`config.mk`:
```
export PLATFORM = sky130hd
export DESIGN_NAME = ccff_chain_loader_flat
export DESIGN_NICKNAME = d
export VERILOG_FILES = /design/src/rtl/ccff_chain_loader_if.sv /design/src/rtl/ccff_chain_loader.sv /design/src/flat_wrapper.sv
export SDC_FILE = /design/constraint.sdc
export NUM_CORES = 1
export LEC_CHECK = 0
export CORE_MARGIN = 1.5
export CORE_UTILIZATION = 53
export CTS_CLUSTER_DIAMETER = 80
export DETAILED_ROUTE_END_ITERATION = 16
export PLACE_DENSITY_LB_ADDON = 0.25
export REMOVE_ABC_BUFFERS = 1
export SYNTH_ARGS = -nofsm -noshare
export SYNTH_HDL_FRONTEND = slang
export SYNTH_SLANG_ARGS = --single-unit
```
`constraint.sdc`:
```
create_clock -name prog_clk -period 2.64 [get_ports prog_clk]
set_input_delay 0.528 -clock prog_clk [delete_from_list [all_inputs] [get_ports prog_clk]]
set_output_delay 0.528 -clock prog_clk [all_outputs]
set_load 0.1 [all_outputs]
```
`src/rtl/ccff_chain_loader_if.sv`:
```
// Bitstream word channel between the host and the configuration-chain loader.
// The host drives data/valid; the loader answers with ready.
interface ccff_chain_loader_if #(
    parameter int WORD_W = 32
);
    logic [WORD_W-1:0] cfg_data;
    logic              cfg_valid;
    logic              cfg_ready;

    modport master (output cfg_data, output cfg_valid, input  cfg_ready);
    modport slave  (input  cfg_data, input  cfg_valid, output cfg_ready);
endinterface

```
`src/rtl/ccff_chain_loader.sv`:
```
// Feeds bitstream words serially into a cleared configuration chain (ccff_head)
// and flags any non-zero bit returning on ccff_tail while the chain is loaded.
module ccff_chain_loader #(
    parameter int WORD_W    = 32,
    parameter int CHAIN_LEN = 42,
    parameter int CLR_CYC   = 4
) (
    input  logic                 prog_clk,
    input  logic                 pReset_n,
    input  logic                 start,
    ccff_chain_loader_if.slave   cfg,
    output logic                 fab_pReset,
    output logic                 prog_clk_en,
    output logic                 ccff_head,
    input  logic                 ccff_tail,
    output logic                 busy,
    output logic                 done,
    output logic                 err
);

    localparam int NUM_WORDS = (CHAIN_LEN + WORD_W - 1) / WORD_W;
    localparam int LAST_BITS = CHAIN_LEN - WORD_W * (NUM_WORDS - 1);
    localparam int BIT_W     = $clog2(CHAIN_LEN + 1);
    localparam int WCNT_W    = $clog2(NUM_WORDS + 1);
    localparam int BCNT_W    = $clog2(WORD_W + 1);
    localparam int CLR_W     = (CLR_CYC > 1) ? $clog2(CLR_CYC) : 1;

    localparam logic [BIT_W-1:0]  BIT_LAST   = BIT_W'(CHAIN_LEN - 1);
    localparam logic [BIT_W-1:0]  BIT_ONE    = BIT_W'(1);
    localparam logic [WCNT_W-1:0] WORD_ALL   = WCNT_W'(NUM_WORDS);
    localparam logic [WCNT_W-1:0] WORD_FINAL = WCNT_W'(NUM_WORDS - 1);
    localparam logic [WCNT_W-1:0] WORD_ONE   = WCNT_W'(1);
    localparam logic [BCNT_W-1:0] BUF_FULL   = BCNT_W'(WORD_W);
    localparam logic [BCNT_W-1:0] BUF_LAST   = BCNT_W'(LAST_BITS);
    localparam logic [BCNT_W-1:0] BUF_ONE    = BCNT_W'(1);
    localparam logic [CLR_W-1:0]  CLR_LAST   = CLR_W'(CLR_CYC - 1);
    localparam logic [CLR_W-1:0]  CLR_ONE    = CLR_W'(1);

    localparam logic [1:0] S_IDLE  = 2'd0;
    localparam logic [1:0] S_CLEAR = 2'd1;
    localparam logic [1:0] S_SHIFT = 2'd2;
    localparam logic [1:0] S_DONE  = 2'd3;

    logic [1:0]        state_q,    state_d;
    logic [WORD_W-1:0] buf_q,      buf_d;
    logic [BCNT_W-1:0] buf_cnt_q,  buf_cnt_d;
    logic [BIT_W-1:0]  bit_cnt_q,  bit_cnt_d;
    logic [WCNT_W-1:0] word_cnt_q, word_cnt_d;
    logic [CLR_W-1:0]  clr_cnt_q,  clr_cnt_d;
    logic              err_q,      err_d;

    logic shift_en;
    logic xfer;

    // Enables and ready are decoded purely from flops so the fabric clock gate sees a clean signal.
    assign shift_en      = (state_q == S_SHIFT) && (buf_cnt_q != '0);
    assign cfg.cfg_ready = (state_q == S_SHIFT) && (buf_cnt_q <= BUF_ONE) && (word_cnt_q < WORD_ALL);
    assign xfer          = cfg.cfg_valid && cfg.cfg_ready;

    assign prog_clk_en = shift_en;
    assign ccff_head   = buf_q[WORD_W-1];
    assign fab_pReset  = (state_q == S_CLEAR);
    assign busy        = (state_q == S_CLEAR) || (state_q == S_SHIFT);
    assign done        = (state_q == S_DONE);
    assign err         = err_q;

    always_comb begin
        // NOTE: every next-state signal takes its held value first so no path infers a latch.
        state_d    = state_q;
        buf_d      = buf_q;
        buf_cnt_d  = buf_cnt_q;
        bit_cnt_d  = bit_cnt_q;
        word_cnt_d = word_cnt_q;
        clr_cnt_d  = clr_cnt_q;
        err_d      = err_q;

        case (state_q)
            S_IDLE, S_DONE: begin
                if (start) begin
                    state_d    = S_CLEAR;
                    buf_d      = '0;
                    buf_cnt_d  = '0;
                    bit_cnt_d  = '0;
                    word_cnt_d = '0;
                    clr_cnt_d  = '0;
                    err_d      = 1'b0;
                end
            end
            S_CLEAR: begin
                if (clr_cnt_q == CLR_LAST) state_d = S_SHIFT;
                else                       clr_cnt_d = clr_cnt_q + CLR_ONE;
            end
            S_SHIFT: begin
                if (shift_en) begin
                    buf_d     = buf_q << 1;
                    buf_cnt_d = buf_cnt_q - BUF_ONE;
                    bit_cnt_d = bit_cnt_q + BIT_ONE;
                    if (ccff_tail)              err_d   = 1'b1;
                    if (bit_cnt_q == BIT_LAST)  state_d = S_DONE;
                end
                // A refill on the last buffered bit replaces the shift: the bit still leaves on head.
                if (xfer) begin
                    buf_d      = cfg.cfg_data;
                    buf_cnt_d  = (word_cnt_q == WORD_FINAL) ? BUF_LAST : BUF_FULL;
                    word_cnt_d = word_cnt_q + WORD_ONE;
                end
            end
            default: state_d = S_IDLE;
        endcase
    end

    // NOTE: sequential state uses non-blocking assignments so all flops update together at the edge.
    always_ff @(posedge prog_clk or negedge pReset_n) begin
        if (!pReset_n) begin
            state_q    <= S_IDLE;
            buf_q      <= '0;
            buf_cnt_q  <= '0;
            bit_cnt_q  <= '0;
            word_cnt_q <= '0;
            clr_cnt_q  <= '0;
            err_q      <= 1'b0;
        end else begin
            state_q    <= state_d;
            buf_q      <= buf_d;
            buf_cnt_q  <= buf_cnt_d;
            bit_cnt_q  <= bit_cnt_d;
            word_cnt_q <= word_cnt_d;
            clr_cnt_q  <= clr_cnt_d;
            err_q      <= err_d;
        end
    end

endmodule
```
`src/flat_wrapper.sv`:
```
// flat-port wrapper written by rule: the top's interface ports become plain ports
module ccff_chain_loader_flat 
#(
    parameter int WORD_W    = 32,
    parameter int CHAIN_LEN = 42,
    parameter int CLR_CYC   = 4
)
  (prog_clk, pReset_n, start, fab_pReset, prog_clk_en, ccff_head, ccff_tail, busy, done, err, cfg_cfg_data, cfg_cfg_valid, cfg_cfg_ready);
  ccff_chain_loader_if #(.WORD_W(WORD_W)) cfg_i ();
  input  logic prog_clk;
  input  logic pReset_n;
  input  logic start;
  output logic fab_pReset;
  output logic prog_clk_en;
  output logic ccff_head;
  input  logic ccff_tail;
  output logic busy;
  output logic done;
  output logic err;
  input wire logic [$bits(cfg_i.cfg_data)-1:0] cfg_cfg_data;
  input wire logic [$bits(cfg_i.cfg_valid)-1:0] cfg_cfg_valid;
  output wire logic [$bits(cfg_i.cfg_ready)-1:0] cfg_cfg_ready;
  assign cfg_i.cfg_data = cfg_cfg_data;
  assign cfg_i.cfg_valid = cfg_cfg_valid;
  assign cfg_cfg_ready = cfg_i.cfg_ready;
  ccff_chain_loader #(.WORD_W(WORD_W), .CHAIN_LEN(CHAIN_LEN), .CLR_CYC(CLR_CYC)) u_core (.prog_clk(prog_clk), .pReset_n(pReset_n), .start(start), .cfg(cfg_i), .fab_pReset(fab_pReset), .prog_clk_en(prog_clk_en), .ccff_head(ccff_head), .ccff_tail(ccff_tail), .busy(busy), .done(done), .err(err));
endmodule
```
======== Word-level counts from Yosys, hierarchy flattened ========
Index checks and enable logic that the tools add are counted.
storage, ports and cells
  flip-flop bits (word level) ............. 51
  output and inout port bits .............. 7
operators by class
  add/sub/neg operators ................... 4
  $lt $le $gt $ge ......................... 2
  eq/ne operators ......................... 14
  multiplexer cells ....................... 25
  reduce and logical (&&, ||, !) cells .... 16
operators by type and width
  operator             count
  $mux 32              3
  $pmux 32 s2          1
  $mux 6               5
  $pmux 6 s2           2
  $mux 2               7
  $reduce_and 3->1     4
  $ne 2x2->1 const B   5
  $pmux 2 s2           2
  $reduce_and 4->1     2
  $add 6x1->6 const B  1
  $eq 2x2->1 const B   3
  $eq 6x6->1 const B   1
  $le 6x1->1 const B   1
  $pmux 2 s3           1
  $reduce_bool 6->1    1
  $sub 6x1->6 const B  1
  $add 2x1->2 const B  2
  $eq 2x1->1 const B   2
  $logic_and 1x1->1    4
  $ne 2x1->1 const B   2
  $reduce_bool 2->1    2
  $mux 1               3
  $ne 3x2->1 const B   1
  $logic_not 2->1      1
  4 further kinds      4

======== Longest topological paths before layout ========
Gate-level depths: netlist (run 1).
  word-level depth ........................ 6
  gate-level depth with buffers ........... 8
  depth with buffers taken out ............ 6

======== Least setup slack after synthesis (run 1) ========
Ideal clock, no wire load.
  path kind ............................... reg2reg
  start point ............................. register u_core.state_q[0]
  end point ............................... register u_core.bit_cnt_q[2]
  library setup time ...................... 103 ps
  data arrival time ....................... 2,957 ps
  data required time ...................... 2,537 ps
  slack ................................... -420 ps
  cell stages (with the launch flop) ...... 8
  period minus slack after synthesis ...... 3,060 ps
  path through ............................ dfrtp_1 -> inv_1 -> ha_1 -> buf_2 -> inv_1 -> a21oi_1 -> nand2_1 -> o32ai_1
on the way
  cells in the longest elaborated chain, start to end .. 4
  elaborated cells on any way between the ends .. 10
ends and longest elaborated chain
  what                        line                      source
  start, declared             ccff_chain_loader.sv:44   logic [1:0] state_q, state_d;
  start signal, assigned      ccff_chain_loader.sv:123  state_q <= state_d;
  $eq 2x2->1                  ccff_chain_loader.sv:56   assign shift_en = (state_q == S_SHIFT) && (buf_cnt_q != '0);
  $logic_and 1x1->1           ccff_chain_loader.sv:56
  via prog_clk_en             flat_wrapper.sv:14        output logic prog_clk_en;
  $ne 2x2->1 (no line)        n/a
  $reduce_and 3->1 (no line)  n/a
  end signal, assigned        ccff_chain_loader.sv:126  bit_cnt_q <= bit_cnt_d;
  end, declared               ccff_chain_loader.sv:47   logic [BIT_W-1:0] bit_cnt_q, bit_cnt_d;
The timed path passes the listed nets, and every way through them passes these cells.
A chain may end at the register's enable or synchronous reset.

======== Worst setup path in the final report (run 1) ========
  start point ............................. register u_core.buf_cnt_q[2]
  end point ............................... output cfg_cfg_ready
on the way
  cells in the longest elaborated chain, start to end .. 3
ends and longest elaborated chain
  what                             line                      source
  start, declared                  ccff_chain_loader.sv:46   logic [BCNT_W-1:0] buf_cnt_q, buf_cnt_d;
  start signal, assigned           ccff_chain_loader.sv:125  buf_cnt_q <= buf_cnt_d;
  $le 6x1->1                       ccff_chain_loader.sv:57   assign cfg.cfg_ready = (state_q == S_SHIFT) && (buf_cnt_q <= BUF_ONE) && (word_cnt_q < WORD_ALL);
  $logic_and 1x1->1 (2 in series)  ccff_chain_loader.sv:57
  end, declared                    flat_wrapper.sv:22        output wire logic [$bits(cfg_i.cfg_ready)-1:0] cfg_cfg_ready;
No other way between the ends.

==> reports/qor.csv, run 1 <==
stage;metric;value;unit
timing;final setup margin;0.225;ns
clock_network;TritonCTS buffer count;5;
yosys;number of cells produced by synthesis;249;
yosys;simple-gate share of the synthesized area;11.3;%
yosys;Post-synth EDFFs;0;
timing;RSZ-0062 raised after global routing;false;
clock_network;CTS tree;yes;
clock_network;H-tree depth;2;
clock_network;maximum clock path buffer count;2;
timing;Final period util;91.5;%
yosys;Synth Area per Inst;11.0;um2
critical_path;CP Class;reg -> out;
timing;final slew viol count;0;
drt;DR WL/cell;15.4;um
drt;vias per cell;5.78;
place;port bufs;43;
final_layout;Synth-to-Final Area Change;22.7;%
critical_path;CP Data Arrival Time;1.89;ns
clock_network;setup bufs post-CTS;0;
floorplanning;row count;26;
clock_network;Resized Gates After CTS;0;
yosys;synth warn;0;
yosys;fraction of synthesized cell area in xor and xnor cells;0;%
yosys;area leader, netlist;dfrtp_1;
global_route;pin count of the biggest net entering global routing;35;
global_route;grt total ovfl;0;
drt;vias;2098;
place;dpl hpwl;3850;um
floorplanning;core area;0.00504;mm2
floorplanning;die extent in y;75.0;um
final_layout;fillcell total;406;
drt;antenna viol nets, final;0;
yosys;fraction of registers with async set or reset after synthesis;100;%
global_route;vias in the first global route;2009;
yosys;register area share after synthesis;46.4;%
floorplanning;Die X;75.0;um
critical_path;CP Cell Sequence;nor4_4 > nand2_1 > nor2_1 > buf_12;
final_layout;register area;0.00128;mm2
place;Placed Instances;355;
timing;max frequency;414;MHz
floorplanning;Starting Density;54.5;%
final_layout;multi-input combinational cell area;0.00133;mm2
global_route;first-pass GRT wire length;9180;um
clock_network;clock sinks;51;
critical_path;Max stage delay on crit path;0.55;ns
power;total power;0.00344;W
final_layout;nets;339;
flow_run;Max-cap violations;0;
place;pre-CTS WS;0.335;ns
yosys;Synth Area in Adders;4.55;%
drt;DRC;0;
yosys;Mapped Area;0.00275;mm2
yosys;ranking of synthesized cells by area;dfrtp_1 (46%), mux2i_1 (13%), o2bb2ai_1 (10%);
yosys;Synth Area in Compound Gates;19.1;%
drt;DR iter-0 viols;119;
yosys;post-synthesis mux area share;13.5;%
critical_path;worst-path fanout max;7;
critical_path;CP max-delay cell;nor4_4;
global_route;GRT Overall Usage;21.4;%
status;status;complete, no violations;
clock_network;Clock transition at path regs;0.09;ns
clock_network;clock insertion delay at the later pin of the skew report;0.30;ns
final_layout;fin cells;363;
yosys;Most used DFF post-synth;dfrtp_1;
global_route;antenna violations before repair;0;
floorplanning;Die Area;0.00563;mm2
yosys;Unique masters post-synth;43;
clock_network;CTS root buffer;clkbuf_8;
power;VDD IR max;0.00139;V
place;gpl congestion;0.890;
timing;final hold viol count;0;
clock_network;CTS Hold Buffers Added;0;
timing;min cycle time layout;2.41;ns
power;Pwr per Cell Area;1020;mW/mm2
timing;Setup Viol. Count Final;0;
critical_path;Critical Path RT;2.11;ns
drt;final WL;5590;um
power;leak pwr;1.59;nW
floorplanning;I/O pin total;44;
min_path;Hold Path Class;in -> async;
critical_path;Crit path max-delay family;simple AND/OR/NAND/NOR gates;
yosys;top cell type's share of synthesized area;46.4;%
timing;setup_tns;0;ns
final_layout;n_diodes;0;
yosys;main combinational cell family by area after synthesis;compound AO/OA/AOI/OAI gates;
timing;transition time of the tightest slew-check pin;0.704;ns
drt;TritonRoute pass-1 iters;4;
critical_path;Worst setup SP type;flip-flop;
final_layout;fraction of layout cells with a size suffix above 1;10.2;%
critical_path;Buf/Inv on CP;1;
timing;clk_skew;0.00471;ns
critical_path;CP Capture Type;primary output;
timing;Max-slew headroom;53.0;%
yosys;flop and latch count out of synthesis;51;
==> area by class of cell <==
| type | count | share of cell area [%] |
|---|---|---|
| timing repair buffer | 50 | 14.8 |
| clock buffer | 6 | 2.15 |
| inverter | 12 | 1.34 |
| sequential | 51 | 37.8 |
| multi-input combinational | 172 | 39.5 |
| clock inverter | 2 | 1.78 |
| tap | 70 | 2.60 |
==> worst paths after layout <==
| path | endpoint | from | cells after the start | slack, ns |
|---|---|---|---|---|
| setup / recovery | cfg_cfg_ready | u_core.buf_cnt_q[2] | 4 | 0.23 |
| hold / removal | u_core.buf_q[21] | pReset_n | 1 | 0.27 |
| setup reg to reg | u_core.buf_cnt_q[5] | u_core.state_q[0] | 7 | 0.49 |
| hold reg to reg | u_core.buf_q[9] | u_core.buf_q[9] | 1 | 0.49 |
| max in group asynchronous | u_core.buf_q[4] | pReset_n | 2 | 1.73 |
| min in group prog_clk | u_core.buf_q[9] | u_core.buf_q[9] | 1 | 0.49 |
==> placed cells by master (no fill, tap or decap), types with 5 or more instances in the layout <==
cell             netlist  layout
nor2_1                12      12
ha_1                  10       9
o21ai_0               12      12
buf_4                  9      11
inv_1                 12      12
clkbuf_8               0       5
mux2i_1               36      36
nand3_1                6       6
nand2_1               12      12
a21oi_1                7       7
clkdlybuf4s50_1        0      35
o2bb2ai_1             32      32
dfrtp_1               51      51
==> worst reg2reg max path, stage by stage, from the launching register on <==
cell and delay (ns):
dfrtp_1 0.41, inv_1 0.08, ha_2 0.38, nor2b_1 0.35, nor2_2 0.18, nand3_1 0.12
buf_4 0.32, o21ai_0 0.19
==> cells in the mapped netlist (3+ instances only) <==
cell        n
a31oi_1     3
dfrtp_1    51
o2bb2ai_1  32
nand3_1     6
buf_4       9
nand2_1    12
nor3_1      4
nor2_1     12
a21oi_1     7
ha_1       10
buf_2       3
o21ai_0    12
nand2b_1    4
mux2i_1    36
inv_1      12
==> sequential cells by signal, summed over array words and instances (netlist names) <==
name	cells
u_core.buf_q	32
u_core.bit_cnt_q	6
u_core.buf_cnt_q	6
u_core.clr_cnt_q	2
u_core.state_q	2
u_core.word_cnt_q	2
u_core.err	1
==> routing by layer <==
| metal | vias up | global-route usage (%) | part of all wire (%) |
|---|---|---|---|
| met5 | - | 0 | 0 |
| met4 | 0 | 5.66 | 1.1 |
| met3 | 6 | 4.42 | 5.0 |
| met2 | 50 | 35.1 | 48 |
| met1 | 1026 | 29.1 | 46 |
| li1 | 1016 | - | - |
==> per-stage QoR <==
stage	instance area [um2]	util, %	hold slack [ns]
after CTS	3370	66.8	0.278
after global routing	3370	66.9	0.315
after detailed placement	3240	64.2	0.474
after global placement	3240	64.2	0.472
final	3370	66.9	0.268
after floorplan	2650	-	0.232
==> kinds of logic (layout without fill, tap and decap cells) <==
logic type,Yosys count,in the layout
flops,51,51
buf+inv,26,70
fa+ha+maj,10,10
compound gates,70,70
mux,37,37
simple gates,55,55
==> report_power, final <==
part / total, W / switching [W] / internal (W)
Sequential: 0.000998 / 0.000117 / 0.000881
Combinational: 0.00181 / 0.00120 / 0.000608
Clock: 0.000631 / 0.000252 / 0.000379
Total: 0.00344 / 0.00157 / 0.00187
No activity file was read; power rests on OpenSTA's default activity.
==> inputs of run 2 (changes only) <==
--- a/config.mk
+++ b/config.mk
@@ -7,6 +7,7 @@
 export LEC_CHECK = 0
 export CORE_MARGIN = 1.5
 export CORE_UTILIZATION = 53
+export CTS_BUF_LIST = sky130_fd_sc_hd__clkbuf_4 sky130_fd_sc_hd__clkbuf_8 sky130_fd_sc_hd__clkbuf_16
 export CTS_CLUSTER_DIAMETER = 80
 export DETAILED_ROUTE_END_ITERATION = 16
 export PLACE_DENSITY_LB_ADDON = 0.25
==> reports/qor.csv, run 2 (synthesis gave the netlist of run 1 again) <==
stage;metric;value;unit
timing;final hold viol count;0;
final_layout;fillcell total;405;
global_route;pin count of the biggest net entering global routing;35;
timing;WHS;0.269;ns
place;dpl hpwl;3850;um
timing;final slew viol count;0;
critical_path;CP Data Arrival Time;1.88;ns
clock_network;maximum clock path buffer count;2;
critical_path;Crit path max-delay family;simple AND/OR/NAND/NOR gates;
drt;vias;2099;
floorplanning;row count;26;
critical_path;CP max-delay cell;nor4_4;
clock_network;setup bufs post-CTS;0;
power;Pwr per Cell Area;1020;mW/mm2
final_layout;nets;339;
timing;Final period util;91.0;%
floorplanning;Starting Density;54.5;%
timing;RSZ-0062 raised after global routing;false;
timing;max frequency;416;MHz
timing;clk_skew;0.00284;ns
global_route;first-pass GRT wire length;9180;um
clock_network;clock sinks;51;
global_route;antenna violations before repair;0;
global_route;GRT Overall Usage;21.4;%
critical_path;number of cells on the worst reg-to-reg path;7;
critical_path;Buf/Inv on CP;1;
critical_path;Worst setup SP type;flip-flop;
place;Placed Instances;355;
final_layout;Most flops, register;u_core.buf_q;
timing;min cycle time layout;2.40;ns
clock_network;H-tree depth;2;
flow_run;Max-cap violations;0;
floorplanning;core area;0.00504;mm2
final_layout;fin cells;363;
drt;DR iter-0 viols;118;
place;gpl congestion;0.890;
final_layout;Synth-to-Final Area Change;22.8;%
critical_path;Critical Path RT;2.11;ns
final_layout;most common cell after layout, fill and taps aside;dfrtp_1;
floorplanning;Die Area;0.00563;mm2
status;status;complete, no violations;
place;port bufs;43;
final_layout;max reg flops;32;
clock_network;TritonCTS buffer count;5;
clock_network;Clock transition at path regs;0.09;ns
min_path;Hold Path Class;in -> async;
power;VDD IR max;0.00139;V
critical_path;reg2reg setup slack;0.49;ns
clock_network;CTS Hold Buffers Added;0;
critical_path;CP Capture Type;primary output;
floorplanning;die extent in y;75.0;um
clock_network;clock insertion delay at the later pin of the skew report;0.30;ns
drt;antenna viol nets, final;0;
global_route;vias in the first global route;2013;
critical_path;reg2reg end;u_core.buf_cnt_q[5];
critical_path;Max stage delay on crit path;0.54;ns
final_layout;n_diodes;0;
clock_network;CTS tree;yes;
floorplanning;Die X;75.0;um
timing;Setup Viol. Count Final;0;
timing;transition time of the tightest slew-check pin;0.708;ns
drt;TritonRoute pass-1 iters;4;
clock_network;CTS root buffer;clkbuf_8;
power;leak pwr;1.60;nW
timing;Max-slew headroom;52.8;%
final_layout;biggest regs;u_core.buf_q (32), u_core.bit_cnt_q (6), u_core.buf_cnt_q (6);
critical_path;CP Class;reg -> out;
critical_path;reg-to-reg startpoint;u_core.state_q[0];
drt;final WL;5590;um
critical_path;CP Cell Sequence;nor4_4 > nand2_1 > nor2_1 > buf_12;
clock_network;Resized Gates After CTS;0;
final_layout;commonest non-fill, non-tap cells in the layout;dfrtp_1 (51), mux2i_1 (36), clkdlybuf4s50_1 (35);
critical_path;worst-path fanout max;7;
final_layout;fraction of layout cells with a size suffix above 1;10.6;%
drt;DR WL/cell;15.4;um
drt;vias per cell;5.78;
drt;DRC;0;
floorplanning;I/O pin total;44;
global_route;grt total ovfl;0;
power;total power;0.00345;W
[run 2: worst max path at each step]
stage	start	to	slack, ns	cells past startpoint
after CTS	u_core.state_q[0]	cfg_cfg_ready	0.12	6
after global placement	start	u_core.bit_cnt_q[3]	0.39	5
after global routing	u_core.buf_cnt_q[2]	cfg_cfg_ready	0.10	4
after floorplan	u_core.state_q[0]	u_core.bit_cnt_q[2]	-0.46	6
after detailed placement	start	u_core.bit_cnt_q[3]	0.34	5
final	u_core.buf_cnt_q[2]	cfg_cfg_ready	0.24	4
[run 2: per-layer routing]
| layer | track usage [%] | vias up | part of all wire, % |
|---|---|---|---|
| met5 | 0 | - | 0 |
| met4 | 5.66 | 0 | 1.1 |
| met3 | 4.42 | 6 | 5.1 |
| met2 | 35.4 | 55 | 48 |
| met1 | 28.9 | 1020 | 46 |
| li1 | - | 1018 | - |
[run 2: cell type report]
type / count / area, um2 / share of cell area (%)
timing repair buffer: 50 / 498 / 14.7
tap: 70 / 87.6 / 2.59
clock buffer: 6 / 76.3 / 2.26
clock inverter: 2 / 60.1 / 1.78
inverter: 12 / 45.0 / 1.33
sequential: 51 / 1280 / 37.8
multi-input combinational: 172 / 1330 / 39.5
[run 2: metrics by stage]
step	instance area (um2)	setup slack (ns)	utilization, %	TNS (ns)
floorplan	2650	-0.463	-	-2.19
global route	3380	0.105	67.0	0
detailed placement	3240	0.335	64.2	0
CTS	3370	0.115	66.9	0
finish	3380	0.237	67.0	0
global placement	3240	0.392	64.2	0
[run 2: power breakdown]
part | leakage (nW) | switching (W) | internal (W)
registers | 0.700 | 0.000117 | 0.000881
logic | 0.827 | 0.00120 | 0.000608
clock network | 0.0688 | 0.000252 | 0.000389
==> inputs of run 3 (changes only) <==
--- a/config.mk
+++ b/config.mk
@@ -11,6 +11,7 @@
 export CTS_CLUSTER_DIAMETER = 80
 export DETAILED_ROUTE_END_ITERATION = 16
 export PLACE_DENSITY_LB_ADDON = 0.25
+export RECOVER_POWER = 50
 export REMOVE_ABC_BUFFERS = 1
 export SYNTH_ARGS = -nofsm -noshare
 export SYNTH_HDL_FRONTEND = slang
==> reports/qor.csv, run 3 (synthesis gave the netlist of run 1 again) <==
stage;metric;value;unit
clock_network;setup bufs post-CTS;0;
global_route;grt total ovfl;0;
critical_path;reg-to-reg startpoint;u_core.state_q[0];
critical_path;CP Class;reg -> out;
power;clock share of power;18.6;%
final_layout;fin cells;363;
power;Gate power share;52.5;%
min_path;Hold Path Class;reg -> reg;
drt;vias;2097;
drt;antenna viol nets, final;0;
drt;DR WL/cell;15.4;um
power;Internal;0.00187;W
power;sequential share of power;29.0;%
timing;max frequency;413;MHz
critical_path;Critical Path RT;2.11;ns
clock_network;clock sinks;51;
timing;final hold viol count;0;
timing;Setup Viol. Count Final;0;
clock_network;maximum clock path buffer count;2;
global_route;first-pass GRT wire length;9180;um
clock_network;H-tree depth;2;
critical_path;Crit path max-delay family;simple AND/OR/NAND/NOR gates;
final_layout;n_diodes;0;
global_route;pin count of the biggest net entering global routing;35;
final_layout;biggest regs;u_core.buf_q (32), u_core.bit_cnt_q (6), u_core.buf_cnt_q (6);
final_layout;Synth-to-Final Area Change;22.2;%
final_layout;Most flops, register;u_core.buf_q;
critical_path;CP Cell Sequence;nor4_4 > nand2_1 > nor2_1 > buf_12;
timing;final slew viol count;32;
critical_path;CP max-delay cell;nor4_4;
timing;Max-slew headroom;-10.6;%
clock_network;CTS Hold Buffers Added;0;
power;Net Sw Frac;45.7;%
drt;final WL;5600;um
final_layout;nets;339;
floorplanning;core area;0.00504;mm2
global_route;vias in the first global route;2013;
power;Pwr per Cell Area;1030;mW/mm2
status;status;finished, violations left;
min_path;hold path start;u_core.buf_q[8];
critical_path;Worst setup SP type;flip-flop;
critical_path;Max stage delay on crit path;0.55;ns
final_layout;fillcell total;407;
clock_network;TritonCTS buffer count;5;
clock_network;CTS tree;yes;
floorplanning;I/O pin total;44;
timing;clk_skew;0.00409;ns
power;NetSw;0.00158;W
drt;DR iter-0 viols;118;
clock_network;CTS root buffer;clkbuf_8;
place;gpl congestion;0.890;
floorplanning;Die X;75.0;um
place;dpl hpwl;3850;um
drt;DRC;0;
power;VDD IR max;0.00139;V
critical_path;Buf/Inv on CP;1;
power;total power;0.00345;W
timing;RSZ-0062 raised after global routing;false;
power;leak pwr;1.58;nW
timing;Final period util;91.7;%
global_route;GRT Overall Usage;21.4;%
final_layout;most common cell after layout, fill and taps aside;dfrtp_1;
final_layout;commonest non-fill, non-tap cells in the layout;dfrtp_1 (51), mux2i_1 (36), clkdlybuf4s50_1 (35);
critical_path;Critical Path Source;u_core.buf_cnt_q[2];
timing;transition time of the tightest slew-check pin;1.66;ns
clock_network;clock insertion delay at the later pin of the skew report;0.30;ns
global_route;antenna violations before repair;0;
place;port bufs;43;
floorplanning;die extent in y;75.0;um
floorplanning;Starting Density;54.5;%
timing;min cycle time layout;2.42;ns
critical_path;CP Data Arrival Time;1.89;ns
drt;TritonRoute pass-1 iters;4;
critical_path;worst-path fanout max;7;
floorplanning;row count;26;
clock_network;Clock transition at path regs;0.09;ns
final_layout;max reg flops;32;
final_layout;fraction of layout cells with a size suffix above 1;8.87;%
flow_run;Max-cap violations;1;
floorplanning;Die Area;0.00563;mm2
status;failing checks;capacitance limit, slew limit;
drt;vias per cell;5.78;
critical_path;reg2reg setup slack;0.49;ns
place;Placed Instances;355;
critical_path;CP Capture Type;primary output;
-- run 3: through the flow --
stage / util, % / area, um2 / setup slack [ns] / hold slack, ns / setup TNS, ns
after global placement: 64.2 / 3240 / 0.392 / 0.472 / 0
after global routing: 66.7 / 3360 / 0.105 / 0.509 / 0
after floorplan: - / 2650 / -0.463 / 0.232 / -2.19
after CTS: 66.9 / 3370 / 0.115 / 0.278 / 0
after detailed placement: 64.2 / 3240 / 0.335 / 0.474 / 0
final: 66.7 / 3360 / 0.219 / 0.495 / 0
-- run 3: power groups by stage --
stage               clock network (W)  registers [W]  logic [W]
global placement                    0        0.00100    0.00178
global route                 0.000678        0.00102    0.00197
finish                       0.000641       0.000999    0.00181
detailed placement                  0        0.00101    0.00180
CTS                          0.000652       0.000997    0.00181
floorplan                           0        0.00102    0.00128
-- run 3: layout make-up --
cell class	count	area [um2]	share of cell area, %
inverter	12	45.0	1.34
clock buffer	6	76.3	2.27
clock inverter	2	60.1	1.79
multi-input combinational	172	1330	39.7
timing repair buffer	50	482	14.3
sequential	51	1280	38.0
tap	70	87.6	2.61
-- run 3: per-layer routing --
layer / wire length [um] / vias up / global-route usage, %
li1: - / 1017 / -
met1: 2530 / 1024 / 28.9
met2: 2710 / 50 / 35.4
met3: 295 / 6 / 4.42
met4: 59 / 0 / 5.66
met5: 0 / - / 0
-- run 3: path summary, 6_finish.rpt --
check                                 endpoint  cells after the start
max                              cfg_cfg_ready                      4
min                            u_core.buf_q[8]                      1
max reg2reg                u_core.buf_cnt_q[5]                      7
min reg2reg                    u_core.buf_q[8]                      1
max in group asynchronous      u_core.buf_q[4]                      2
min in group asynchronous     u_core.buf_q[21]                      1
-- run 3: repair_timing --
| action | 4_1_cts | 5_1_grt |
|---|---|---|
| hold endpoints to repair | 0 | 0 |
| setup endpoints to repair | 0 | 1 |
| gates resized for setup | 0 | 1 |
